[src/rtl/result_tx_pkg.sv]
// Shared types and constants for the result UART transmitter.
// RESULT_TX_PARITY_EN adds an even-parity bit after the data bits.
package result_tx_pkg;

    localparam int DATA_BITS = 8;
`ifdef RESULT_TX_PARITY_EN
    localparam int FRAME_BITS = 11;
`else
    localparam int FRAME_BITS = 10;
`endif

`ifdef RESULT_TX_PARITY_EN
    typedef enum logic [2:0] {IDLE, START, DATA, PARITY, STOP} state_t;
`else
    typedef enum logic [2:0] {IDLE, START, DATA, STOP} state_t;
`endif

    // Number of bytes needed to carry an n-bit result.
    function automatic int byte_count(input int n);
        return (n + DATA_BITS - 1) / DATA_BITS;
    endfunction

endpackage

[src/rtl/result_uart_tx_baud_gen.sv]
// Bit-period timer: wraps every CLKS_PER_BIT cycles, restarts on clear.
module tx_baud_gen #(
    parameter int CLKS_PER_BIT = 16
) (
    input  logic clk,
    input  logic reset,
    input  logic clear,
    output logic bit_tick
);
    localparam int CW = $clog2(CLKS_PER_BIT);

    logic [CW-1:0] cnt;

    assign bit_tick = (cnt == CW'(CLKS_PER_BIT - 1));

    always_ff @(posedge clk or negedge reset) begin
        if (!reset)                 cnt <= '0;
        else if (clear || bit_tick) cnt <= '0;
        else                        cnt <= cnt + 1'b1;
    end

endmodule

[src/rtl/result_uart_tx.sv]
// Serializes each averaged result as 8N1 UART frames, LSB byte first.
// Define RESULT_TX_PARITY_EN for an even-parity bit before each stop bit.
module result_uart_tx
    import result_tx_pkg::*;
#(
    parameter int N            = 8,
    parameter int CLKS_PER_BIT = 16
) (
    input  logic         clk,
    input  logic         reset,
    input  logic         en,
    input  logic [N-1:0] data_in,
    input  logic         data_valid,
    output logic         tx,
    output logic         busy,
    output logic         done,
    output logic         overrun
);
    localparam int BYTES = byte_count(N);
    localparam int SW    = BYTES * DATA_BITS;

    state_t        state, nxt;
    logic [SW-1:0] shreg, shreg_n;
    logic [2:0]    bit_idx, bit_n;
    logic [1:0]    byte_idx, byte_n;
    logic          tx_n, busy_n, done_n, ovr_n;
    logic          bit_tick, clear;
`ifdef RESULT_TX_PARITY_EN
    logic          par, par_n;
`endif

    // Restart the bit timer on every state entry and hold it while idle.
    assign clear = (nxt != state) || (state == IDLE);

    tx_baud_gen #(.CLKS_PER_BIT(CLKS_PER_BIT)) u_baud (
        .clk      (clk),
        .reset    (reset),
        .clear    (clear),
        .bit_tick (bit_tick)
    );

    always_ff @(posedge clk or negedge reset) begin
        if (!reset) begin
            state    <= IDLE;
            shreg    <= '0;
            bit_idx  <= '0;
            byte_idx <= '0;
            tx       <= 1'b1;
            busy     <= 1'b0;
            done     <= 1'b0;
            overrun  <= 1'b0;
`ifdef RESULT_TX_PARITY_EN
            par      <= 1'b0;
`endif
        end else begin
            state    <= nxt;
            shreg    <= shreg_n;
            bit_idx  <= bit_n;
            byte_idx <= byte_n;
            tx       <= tx_n;
            busy     <= busy_n;
            done     <= done_n;
            overrun  <= ovr_n;
`ifdef RESULT_TX_PARITY_EN
            par      <= par_n;
`endif
        end
    end

    always_comb begin
        nxt     = state;
        shreg_n = shreg;
        bit_n   = bit_idx;
        byte_n  = byte_idx;
        done_n  = 1'b0;
`ifdef RESULT_TX_PARITY_EN
        par_n   = par;
`endif
        // The done cycle is already IDLE but still refuses new data.
        ovr_n   = overrun | (data_valid & ((state != IDLE) | done));

        case (state)
            IDLE: if (en && data_valid && !done) begin
                nxt            = START;
                shreg_n        = '0;
                shreg_n[N-1:0] = data_in;
                bit_n          = '0;
                byte_n         = '0;
            end
            START: if (bit_tick) begin
                nxt   = DATA;
                bit_n = '0;
`ifdef RESULT_TX_PARITY_EN
                par_n = 1'b0;
`endif
            end
            DATA: if (bit_tick) begin
`ifdef RESULT_TX_PARITY_EN
                par_n = par ^ shreg[0];
`endif
                shreg_n = shreg >> 1;
                if (bit_idx == 3'd7) begin
`ifdef RESULT_TX_PARITY_EN
                    nxt = PARITY;
`else
                    nxt = STOP;
`endif
                end else begin
                    bit_n = bit_idx + 3'd1;
                end
            end
`ifdef RESULT_TX_PARITY_EN
            PARITY: if (bit_tick) nxt = STOP;
`endif
            STOP: if (bit_tick) begin
                if (byte_idx != 2'(BYTES - 1)) begin
                    byte_n = byte_idx + 2'd1;
                    nxt    = START;
                end else begin
                    nxt    = IDLE;
                    done_n = 1'b1;
                end
            end
            default: nxt = IDLE;
        endcase

        if (!en) begin
            nxt     = IDLE;
            shreg_n = '0;
            bit_n   = '0;
            byte_n  = '0;
            done_n  = 1'b0;
        end

        busy_n = (nxt != IDLE);
        case (nxt)
            START:   tx_n = 1'b0;
            DATA:    tx_n = shreg_n[0];
`ifdef RESULT_TX_PARITY_EN
            PARITY:  tx_n = par_n;
`endif
            default: tx_n = 1'b1;
        endcase
    end

endmodule

[config.mk]
export PLATFORM = sky130hd
export DESIGN_NAME = result_uart_tx
export DESIGN_NICKNAME = d
export VERILOG_FILES = /design/src/rtl/result_tx_pkg.sv /design/src/rtl/result_uart_tx_baud_gen.sv /design/src/rtl/result_uart_tx.sv
export SDC_FILE = /design/constraint.sdc
export NUM_CORES = 1
export LEC_CHECK = 0
export CORE_UTILIZATION = 30
export CTS_BUF_LIST = sky130_fd_sc_hd__clkbuf_4 sky130_fd_sc_hd__clkbuf_8
export CTS_CLUSTER_SIZE = 16
export DETAILED_ROUTE_END_ITERATION = 10
export SETUP_SLACK_MARGIN = 0.4
export SLEW_MARGIN = 20
export SYNTH_ARGS = -nofsm -noshare
export SYNTH_HDL_FRONTEND = slang
export SYNTH_SLANG_ARGS = --single-unit
[constraint.sdc]
create_clock -name clk -period 2.45 [get_ports clk]
set_input_delay 0.49 -clock clk [delete_from_list [all_inputs] [get_ports clk]]
set_output_delay 0.49 -clock clk [all_outputs]
set_load 0.01 [all_outputs]
Yosys cells after proc, flatten, opt, wreduce, memory -nomap -nowiden. Cells that the tools add are included.

Register bits: 24.

Reduce and logical (&&, ||, !) cells: 12. Add/subtract/negate cells: 3. Bitwise logic cells: 3. Multiplexer cells: 29. Equality and inequality tests: 17.

Operator list (count): $mux 3 (11); $mux 8 (3); $pmux 8 s2 (1); $ne 3x2->1 const B (4); $pmux 3 s4 (1); $eq 3x2->1 const B (3); $pmux 3 s3 (1); $mux 2 (4); $eq 3x1->1 const B (2); $ne 3x1->1 const B (2); $ne 3x3->1 const B (2); $reduce_bool 3->1 (2); $mux 1 (5); $reduce_and 5->1 (1); $add 4x1->4 const B (1); $eq 4x4->1 const B (1); $mux 4 (1); $ne 4x1->1 const B (1); $pmux 2 s2 (1); $reduce_and 4->1 (1); $add 3x1->3 const B (1); $eq 3x3->1 const B (1); $logic_not 3->1 (1); $ne 3x3->1 (1); other kinds (9) (12).

Logic depth before layout (Yosys ltp). Gate-level depths: netlist of the first run.

Depth in word-level cells: 9. Gate-level depth with buffers: 6. Gate-level depth less buffers: 6.

Modules after synthesis. Synthesis of the first run repeated with hierarchy kept, for this count alone.

Cells, all modules: 112. Area total of the unflattened synthesis: 1219.9 sq um.

Modules (own cells, without submodules): result_uart_tx (times used 1, seq. area each 501.7 sq um, area each 1048.5 sq um, cells each 99); tx_baud_gen (times used 1, seq. area each 100.1 sq um, area each 171.4 sq um, cells each 13).

Worst setup path before layout of the first run. OpenSTA, ideal clock, no wires.

Kind: reg-to-reg. From: register u_baud.cnt[0]. To: register u_baud.cnt[0]. Arrival time: 1455 ps. Cell stages (with the launch flop): 6. Setup slack: 860 ps. Path buffers: 0. Cell sequence: dfrtp_1 > ha_1 > and3_4 > and3_4 > o311ai_4 > a21oi_1.

Longest elaborated chain between the ends: 8. Elaborated cells on any way between the ends: 11. Those cells by class: add/sub: 1; eq/ne: 2; mux: 6; reduce/logical: 2.

Ends and longest elaborated chain: start, declared (line result_uart_tx_baud_gen.sv:12) `logic [CW-1:0] cnt;`; start signal, assigned (line result_uart_tx_baud_gen.sv:19) `else cnt <= cnt + 1'b1;`; $eq 4x4->1 (line result_uart_tx_baud_gen.sv:14) `assign bit_tick = (cnt == CW'(CLKS_PER_BIT - 1));`; $mux 3 (on tied branches) (line result_uart_tx.sv:115, result_uart_tx.sv:90, result_uart_tx.sv:97); $pmux 3 s4 (line result_uart_tx.sv:82) `case (state)`; $mux 3 (line result_uart_tx.sv:127) `if (!en) begin`; $ne 3x3->1 (line result_uart_tx.sv:33) `assign clear = (nxt != state) || (state == IDLE);`; $logic_or 1x1->1 (line result_uart_tx.sv:33); $logic_or 1x1->1 (line result_uart_tx_baud_gen.sv:18) `else if (clear || bit_tick) cnt <= '0;`; $mux 4 (*) (line result_uart_tx_baud_gen.sv:18).

Mark *: on every way between the ends. The rest lies on a longest branch, timed or not. A chain may end at the register's enable or synchronous reset.

Final worst setup path of the first run.
From: input data_valid. To: register shreg[6].

Longest elaborated chain between the ends: 4.

Ends and longest elaborated chain: start, declared (line result_uart_tx.sv:13) `input logic data_valid,`; $logic_and 1x1->1 (2 in series) (line result_uart_tx.sv:83) `IDLE: if (en && data_valid && !done) begin`; $ne 3x2->1 (no source line); $reduce_and 3->1 (no source line); end signal, assigned (line result_uart_tx.sv:57) `shreg <= shreg_n;`; end, declared (line result_uart_tx.sv:23) `logic [SW-1:0] shreg, shreg_n;`.

Every way passes these cells.

==> results of run 1 <==
## cell type report
cell class              instances  area (µm²)
fillers                       415        2730
multi-input cells              86       690.7
flip-flops and latches         24       601.8
repair buffers                 18       172.7
well taps                      52       65.06
clock buffers                   3       41.29
clock inverters                 1       30.03
inverters                       6       22.52
## power groups by stage
stage               Combinational (µW)  Clock [µW]  Sequential [µW]
global route                      74.3         366              407
floorplan                         36.4           0              411
finish                            67.6         341              406
detailed placement                68.6           0              414
global placement                  67.8           0              414
CTS                               68.8         352              406
## flip-flops by register name (all words and copies together) (netlist names)
register    flops
overrun         1
done            1
shreg           8
u_baud.cnt      4
tx              1
busy            1
byte_idx        2
state           3
bit_idx         3
## cells in the mapped netlist (3+ instances only)
master and count:
nor4_1 3, inv_1 5, mux2i_1 6, a22oi_1 6, ha_1 4, o2bb2ai_1 6, nand2_1 11, a21oi_1 4
nand3_1 3, dfrtp_1 23, nand3b_1 3
## cell families (layout without fill, tap and decap cells)
group / count (synthesis) / in the layout
other cells: 1 / 1
simple gates: 42 / 42
flops: 24 / 24
compound gates: 29 / 29
fa+ha+maj: 4 / 4
mux: 8 / 8
xor+xnor: 2 / 2
buf+inv: 13 / 28
## worst max-delay path, cell delays in order
cell	delay, ns
clkdlybuf4s50_1	0.52
nor2b_1	0.21
mux2i_1	0.11
or3b_1	0.50
o2bb2ai_1	0.18
## layer usage
metal	share of wire [%]	wire, µm	global-route usage, %	up-vias
met5	0	0	0	-
met4	1.3	35	4.762	0
met3	2.2	56	1.599	2
met2	51	1332	19.96	11
met1	45	1177	13.83	504
li1	-	-	-	478
## through the flow
step	util [%]	setup WS, ns	std cells	power [µW]
6_report	37.30	0.6381	190	815.0
5_1_grt	37.30	0.5347	190	847.2
4_1_cts	37.30	0.6345	190	826.9
3_5_place_dp	35.66	0.3677	186	482.6
3_3_place_gp	35.66	0.4234	186	481.7
2_1_floorplan	-	0.8598	123	447.1
## worst paths after layout
kind                       slack (ns)                    start                      end
max                              0.64               data_valid     shreg[6]$_DFFE_PN0P_
min                              0.48        overrun$_DFF_PN0_        overrun$_DFF_PN0_
max reg2reg                      0.65  u_baud.cnt[0]$_DFF_PN0_  u_baud.cnt[0]$_DFF_PN0_
min reg2reg                      0.48        overrun$_DFF_PN0_        overrun$_DFF_PN0_
max in group asynchronous        1.59                    reset             tx$_DFF_PN1_
min in group asynchronous        0.58                    reset  u_baud.cnt[2]$_DFF_PN0_
==> metrics, run 1 <==
sequential power share 49.9%; VDD IR max 0.2036 mV; layout cells sized above 1 15.94%; Tcrit/Tclk final 73.95%; TritonCTS clock tree yes; Worst-path clk slew 0.08 ns; CP startpoint kind primary input; Synth Area in Adders 3.660%; Max Transition Viols Final 0; final hold vios 0; clk buf depth 2; Worst setup EP type flip-flop; Post-CTS Hold Fix Bufs 0; H-tree levels 1; first-pass GRT wire length 4422 µm; grt ovf 0; Cell Rows 24; peak fanout along the critical path 6; status finished, final reports clean; Die ar. 4832 µm²; Top-Level Pins 16; r2r worst-path depth 5; Combinational Power Share 8.3%; Yosys Warn Count 0; PortBufs 15; Yosys top cell area share 42.09%; Post-CTS Resized 0; Pleak 0.0006959 µW; Fin Hold WS 0.4752 ns; critical path type primary input to flip-flop; Post-route DRC 0; CTS sink cnt 24; Placed Instance Area 1553 µm²; asr flop ratio synth 100.0%; Tmin final 1.812 ns; detailed placement HPWL 1933 µm; XOR/XNOR share of the synthesized area 1.281%; DIE WIDTH 69.52 µm; vias per cell 5.237; biggest area consumer among synthesized cells dfrtp_1; final-report setup violation count 0; mapped cell area 1368 µm²; PwrDens 501.8 nW/µm²; complex-gate fraction of the synthesized area 18.39%; ANT nets after route 0; Final #Nets 155; max frequency 551.9 MHz; postcts setup bufs 0; share of power burned in the clock network 41.8%; antenna violations before repair 0; aggregate routed wire length 2601 µm; Max-Cap Viols 0; Initial DRC Count 93; Starting Density 31.41%; core area 4354 µm²; prevailing post-synth register cell dfrtp_1; gpl congestion 0.7848; TritonCTS buffer count 3; Syn Area/Cell 11.12 µm²; largest family of logic cells by synthesized area simple AND/OR/NAND/NOR gates; detailed-route via count 995; die height 69.52 µm; Min-Delay Path Depth 1; most frequent cells in the layout dfrtp_1 (23), clkdlybuf4s50_1 (15), nand2_1 (11); Switch Pwr 162.5 µW; worst endpoint data arrival time 2.00 ns; Clock Latency Late Sink 0.26 ns; HP Class flip-flop to flip-flop; syn_nets 139; Final Cell Area 1624 µm²; Cells after Synth 123; Critical Path RT 2.64 ns; unrepaired setup endpoints after global routing no; clock root cell clkbuf_8; switching share of power 19.94%; vias in the first global route 1005; Avg WL per Cell 13.69 µm; gr usage total 11.36%; Layout Skew 0.003531 ns; # diodes 0; total negative slack 0 ns; Synth area leaders dfrtp_1 (42%), mux2i_1 (4.4%), o2bb2ai_1 (3.8%); Seq/Total Area, Yosys 44.01%; EDFF count, synth 0; commonest non-fill, non-tap cell in the layout dfrtp_1; Simple-Gate Fraction of Synth Area 20.86%; Yosys reg bits 24; synthesis-to-layout area growth 18.76%; largest net degree at the start of global routing 25; drt first pass iters 6; internal cell power 652.5 µW; mux cell area share after synthesis 6.038%; synth unique cells 49
No activity file was read; power rests on OpenSTA's default activity.
==> run 2, diff against run 1 <==
==> constraint.sdc (replaced) <==
create_clock -name clk -period 1.9 [get_ports clk]
set_input_delay 0.38 -clock clk [delete_from_list [all_inputs] [get_ports clk]]
set_output_delay 0.38 -clock clk [all_outputs]
set_load 0.01 [all_outputs]
==> run 2 against run 1 <==
Net effect: global-route usage up 2.3 points; first-iteration DRC count down 2.2%; die area unchanged; critical path depth rose by 2; setup slack worse by 0.34 ns; hold slack worse by 0.0095 ns; sequential power up 30%; clock skew is essentially flat; via count is 12% higher; register-to-register slack worse by 0.35 ns; core utilization rose by 7.5 points; cell count rose by 12%.
==> metrics, run 2 (synthesized netlist as in run 1, its figures left out) <==
final hold vios 0; clk buf depth 2; vias in the first global route 1134; unrepaired setup endpoints after global routing yes; detailed-route via count 1115; status finished, final reports clean; pre-CTS setup slack -0.09464 ns; GRT busiest layer met2; Post-CTS Hold Fix Bufs 0; vias per cell 5.235; Starting Density 31.41%; Top-Level Pins 16; drt first pass iters 4; # diodes 0; detailed placement HPWL 2098 µm; PwrDens 502.9 nW/µm²; Critical Path, Cell by Cell inv_1 -> ha_4 -> nor2b_4 -> o211a_4 -> o311ai_4 -> buf_6 -> a2bb2oi_2; first-pass GRT wire length 5340 µm; most frequent cells in the layout buf_4 (23), dfrtp_1 (20), clkdlybuf4s50_1 (9), nand2_1 (8); H-tree levels 1; worst endpoint data arrival time 1.81 ns; TritonCTS clock tree yes; met1 Use GR 17.27%; area taken by multi-input logic gates 852.1 µm²; Inst Count DP 189; Worst-path clk slew 0.08 ns; sequential cell area 605.6 µm²; slack of the critical path 0.2971 ns; DIE WIDTH 69.52 µm; commonest non-fill, non-tap cell in the layout buf_4; layout cells sized above 1 47.20%; CTS sink cnt 24; Pleak 0.0008282 µW; largest net degree at the start of global routing 25; met2 GRT Util 24.16%; Cell Rows 24; Layout Skew 0.003521 ns; PortBufs 15; critical path type flip-flop to flip-flop; max incr delay on CP 0.39 ns; peak fanout along the critical path 7; die height 69.52 µm; Tmin final 1.603 ns; ANT nets after route 0; gpl congestion 0.7615; final-report setup violation count 0; Top reg by flops shreg; gr usage total 13.62%; VDD IR max 0.4397 mV; CP max stage cell dfrtp_1; Initial DRC Count 91; Finished Layout Cells 213; Clock Latency Late Sink 0.26 ns; antenna violations before repair 0; TritonCTS buffer count 3; Post-route DRC 0; met3 Use GR 3.779%; Critical Path RT 2.11 ns; clock root cell clkbuf_8; Max Transition Viols Final 0; CP startpoint kind flip-flop; top flop regs shreg x8, u_baud.cnt x4; synthesis-to-layout area growth 42.54%; core area 4354 µm²; grt ovf 0; Avg WL per Cell 15.48 µm; Max-Cap Viols 0; max reg flops 8; # fillers 392; Worst setup EP type flip-flop; max frequency 623.9 MHz; aggregate routed wire length 3298 µm; Tcrit/Tclk final 84.36%; Die ar. 4832 µm²; HP Class primary input to asynchronous set/reset pin; Final #Nets 178
[run 2: cell count changes in the layout (fill, tap and decap cells not counted), moves of 4 or more]
cell	delta
dlygate4sd2_1	+6
o2bb2ai_1	-6
buf_4	+20
o2bb2ai_2	+6
a21oi_1	-4
clkdlybuf4s50_1	-6
ha_1	-4
a21oi_2	+4
[run 2: layer usage]
metal  vias to the layer above  routed length (µm)  part of all wire, %
li1                        524                   -                    -
met1                       567                1413                   43
met2                        24                1744                   53
met3                         0                 139                  4.2
met4                         0                   0                    0
met5                         -                   0                    0
[run 2: power by group]
| group | internal, µW | total [µW] | switching [µW] |
|---|---|---|---|
| registers | 516 | 526 | 9.20 |
| logic | 53.5 | 108 | 54.8 |
| clock network | 185 | 346 | 161 |
[run 2: path summary, 6_finish.rpt]
path	from	end	slack (ns)	cells past startpoint
worst max-delay path	byte_idx[1]$_DFFE_PN0P_	tx$_DFF_PN1_	0.30	7
worst min-delay path	reset	overrun$_DFF_PN0_	0.47	2
worst min register to register	overrun$_DFF_PN0_	overrun$_DFF_PN0_	0.47	1
min in group clk	overrun$_DFF_PN0_	overrun$_DFF_PN0_	0.47	1
worst max register to register	byte_idx[1]$_DFFE_PN0P_	tx$_DFF_PN1_	0.30	7
max in group asynchronous	reset	tx$_DFF_PN1_	1.14	2
[run 2: critical path, delay by kind of cell (launching register included)]
family / cells / cell delay, ns
AOI/OAI and AO/OA: 3 / 0.65
adders and majority gates: 1 / 0.18
DFF: 1 / 0.39
and+or+nand+nor: 1 / 0.05
buffers and inverters: 2 / 0.28
[run 2: through the flow]
step           TNS [ns]  utilization, %  instance area [µm²]  total power, µW  hold slack, ns
3_5_place_dp    -0.4726           36.98                 1610            626.1          0.4553
5_1_grt               0           44.77                 1949             1031          0.5011
4_1_cts               0           41.72                 1817            984.8          0.4749
6_report              0           44.77                 1949            980.3          0.4658
2_1_floorplan         0               -                 1403            576.7         0.08441
3_3_place_gp    -0.2662           36.98                 1610            623.3          0.4564
[run 2: what timing repair did]
action	CTS	global route
setup buffers	13	7
pin swaps	7	4
hold endpoints to repair	0	0
resized for setup	26	16
endpoints found under the setup margin	24	20
[run 2: final cells by class]
cell class	instances	area share (%)
clock buffers	4	2.824
inverters	6	1.155
multi-input cells	86	43.71
flip-flops and latches	24	31.07
well taps	52	3.338
repair buffers	41	17.91
==> run 3, diff against run 2 <==
==> constraint.sdc (replaced) <==
create_clock -name clk -period 1.5 [get_ports clk]
set_input_delay 0.3 -clock clk [delete_from_list [all_inputs] [get_ports clk]]
set_output_delay 0.3 -clock clk [all_outputs]
set_load 0.01 [all_outputs]
==> run 3 against run 2 <==
Net effect: the run now ends with negative setup slack left; sequential cell count unchanged; sequential power rose by 26%; maximum frequency fell by 0.87%; via count is 6.3% higher; final area increased by 13%; total power is 45% higher; largest cell class unchanged; largest power group unchanged.
==> metrics, run 3 (synthesized netlist as in run 1, its figures left out) <==
status finished with violations; failing checks negative setup slack; gr usage total 15.48%; largest net degree at the start of global routing 25; top flop regs shreg x8, u_baud.cnt x4; synthesis-to-layout area growth 61.76%; Initial DRC Count 33; DIE WIDTH 69.52 µm; CP startpoint kind flip-flop; Avg WL per Cell 14.87 µm; commonest non-fill, non-tap cell in the layout buf_4; critical path type flip-flop to flip-flop; Tot Pwr 1423 µW; CTS sink cnt 24; final hold vios 0; Worst-path clk slew 0.10 ns; PwrDens 643.3 nW/µm²; Tmin final 1.617 ns; ANT nets after route 0; clock root cell clkbuf_8; pre-CTS setup slack -0.3778 ns; TritonCTS buffer count 3; FF-to-FF setup slack -0.12 ns; Clock Latency Late Sink 0.28 ns; vias per cell 5.086; Die ar. 4832 µm²; Starting Density 31.41%; unrepaired setup endpoints after global routing yes; core area 4354 µm²; Final #Nets 198; r2r worst-path depth 6; Worst setup EP type flip-flop; Tcrit/Tclk final 107.8%; worst endpoint data arrival time 1.84 ns; TritonCTS clock tree yes; peak fanout along the critical path 7; H-tree levels 1; Cell Rows 24; max frequency 618.4 MHz; Max-Cap Viols 0; max reg flops 8; antenna violations before repair 0; aggregate routed wire length 3464 µm; Inst Count DP 216; Critical Path RT 1.72 ns; R2R Path Start u_baud.cnt[0]$_DFF_PN0_; Post-CTS Hold Fix Bufs 0; detailed placement HPWL 2427 µm; reg2reg end tx$_DFF_PN1_; die height 69.52 µm; # diodes 0; Top reg by flops shreg; drt first pass iters 4; VDD IR max 0.3192 mV; gpl congestion 0.8036; Pleak 0.0009521 µW; HP Class primary input to asynchronous set/reset pin; clk buf depth 2; Finished Layout Cells 233; Max Transition Viols Final 0; Layout Skew 0.009051 ns; Top-Level Pins 16; Post-route DRC 0; vias in the first global route 1256; detailed-route via count 1185; first-pass GRT wire length 5989 µm; total negative slack -1.166 ns; grt ovf 0; most frequent cells in the layout buf_4 (36), dfrtp_1 (21), buf_6 (12), nand2_1 (10), clkdlybuf4s50_1 (10); PortBufs 15; final-report setup violation count 18; layout cells sized above 1 56.91%; slack of the critical path -0.1170 ns
[run 3: cell count changes in the layout (fill, tap and decap cells not counted), sizes merged]
| cell | delta |
|---|---|
| clkdlybuf4s50 | +1 |
| clkbuf | -1 |
| dlygate4sd2 | -5 |
| buf | +24 |
| bufinv | +1 |
[run 3: cell type report]
cell class / count / area (µm²)
multi-input cells: 86 / 924.6
repair buffers: 61 / 524.3
clock buffers: 3 / 41.29
flip-flops and latches: 24 / 604.3
fillers: 387 / 2142
clock inverters: 1 / 30.03
inverters: 6 / 22.52
well taps: 52 / 65.06
[run 3: critical path: stages (launching register included)]
cell,delay [ns]
dfrtp_1,0.42
ha_4,0.19
and3_4,0.21
and3_4,0.16
o311ai_4,0.27
buf_6,0.17
a2bb2oi_2,0.13
[run 3: worst max-delay path by stage]
stage | startpoint | to | slack [ns] | depth (start not counted)
detailed placement | data_valid | shreg[5]$_DFFE_PN0P_ | -0.38 | 5
CTS | u_baud.cnt[0]$_DFF_PN0_ | u_baud.cnt[2]$_DFF_PN0_ | -0.11 | 6
global placement | data_valid | shreg[4]$_DFFE_PN0P_ | -0.36 | 5
global route | u_baud.cnt[1]$_DFF_PN0_ | tx$_DFF_PN1_ | -0.18 | 6
finish | u_baud.cnt[0]$_DFF_PN0_ | tx$_DFF_PN1_ | -0.12 | 6
floorplan | u_baud.cnt[1]$_DFF_PN0_ | u_baud.cnt[0]$_DFF_PN0_ | -0.008 | 5
[run 3: through the flow]
| step | hold slack, ns | instance area (µm²) | util [%] |
|---|---|---|---|
| finish | 0.3771 | 2212 | 50.80 |
| global route | 0.4084 | 2212 | 50.80 |
| CTS | 0.3895 | 2146 | 49.28 |
| detailed placement | 0.4612 | 1856 | 42.61 |
| global placement | 0.4494 | 1856 | 42.61 |
| floorplan | 0.004409 | 1455 | - |
[run 3: power by group]
group | leakage [µW] | switching (µW) | internal [µW]
clock network | 0.0000357 | 228 | 357
logic | 0.000596 | 81.6 | 92.7
registers | 0.000320 | 8.92 | 654
total | 0.000952 | 319 | 1100
[run 3: metal layers]
layer	vias to the layer above	routed length, µm	part of all wire, %	track usage, %
met2	33	1813	52	28.26
met1	584	1486	43	19.00
met5	-	0	0	0
met3	3	141	4.1	2.616
met4	0	23	0.66	3.175
li1	565	-	-	-
[run 3: repair_timing]
action	CTS	global route
buffers inserted	11	2
setup endpoints to repair	27	27
resized for setup	52	9
pin swaps	6	4
cloned	0	0
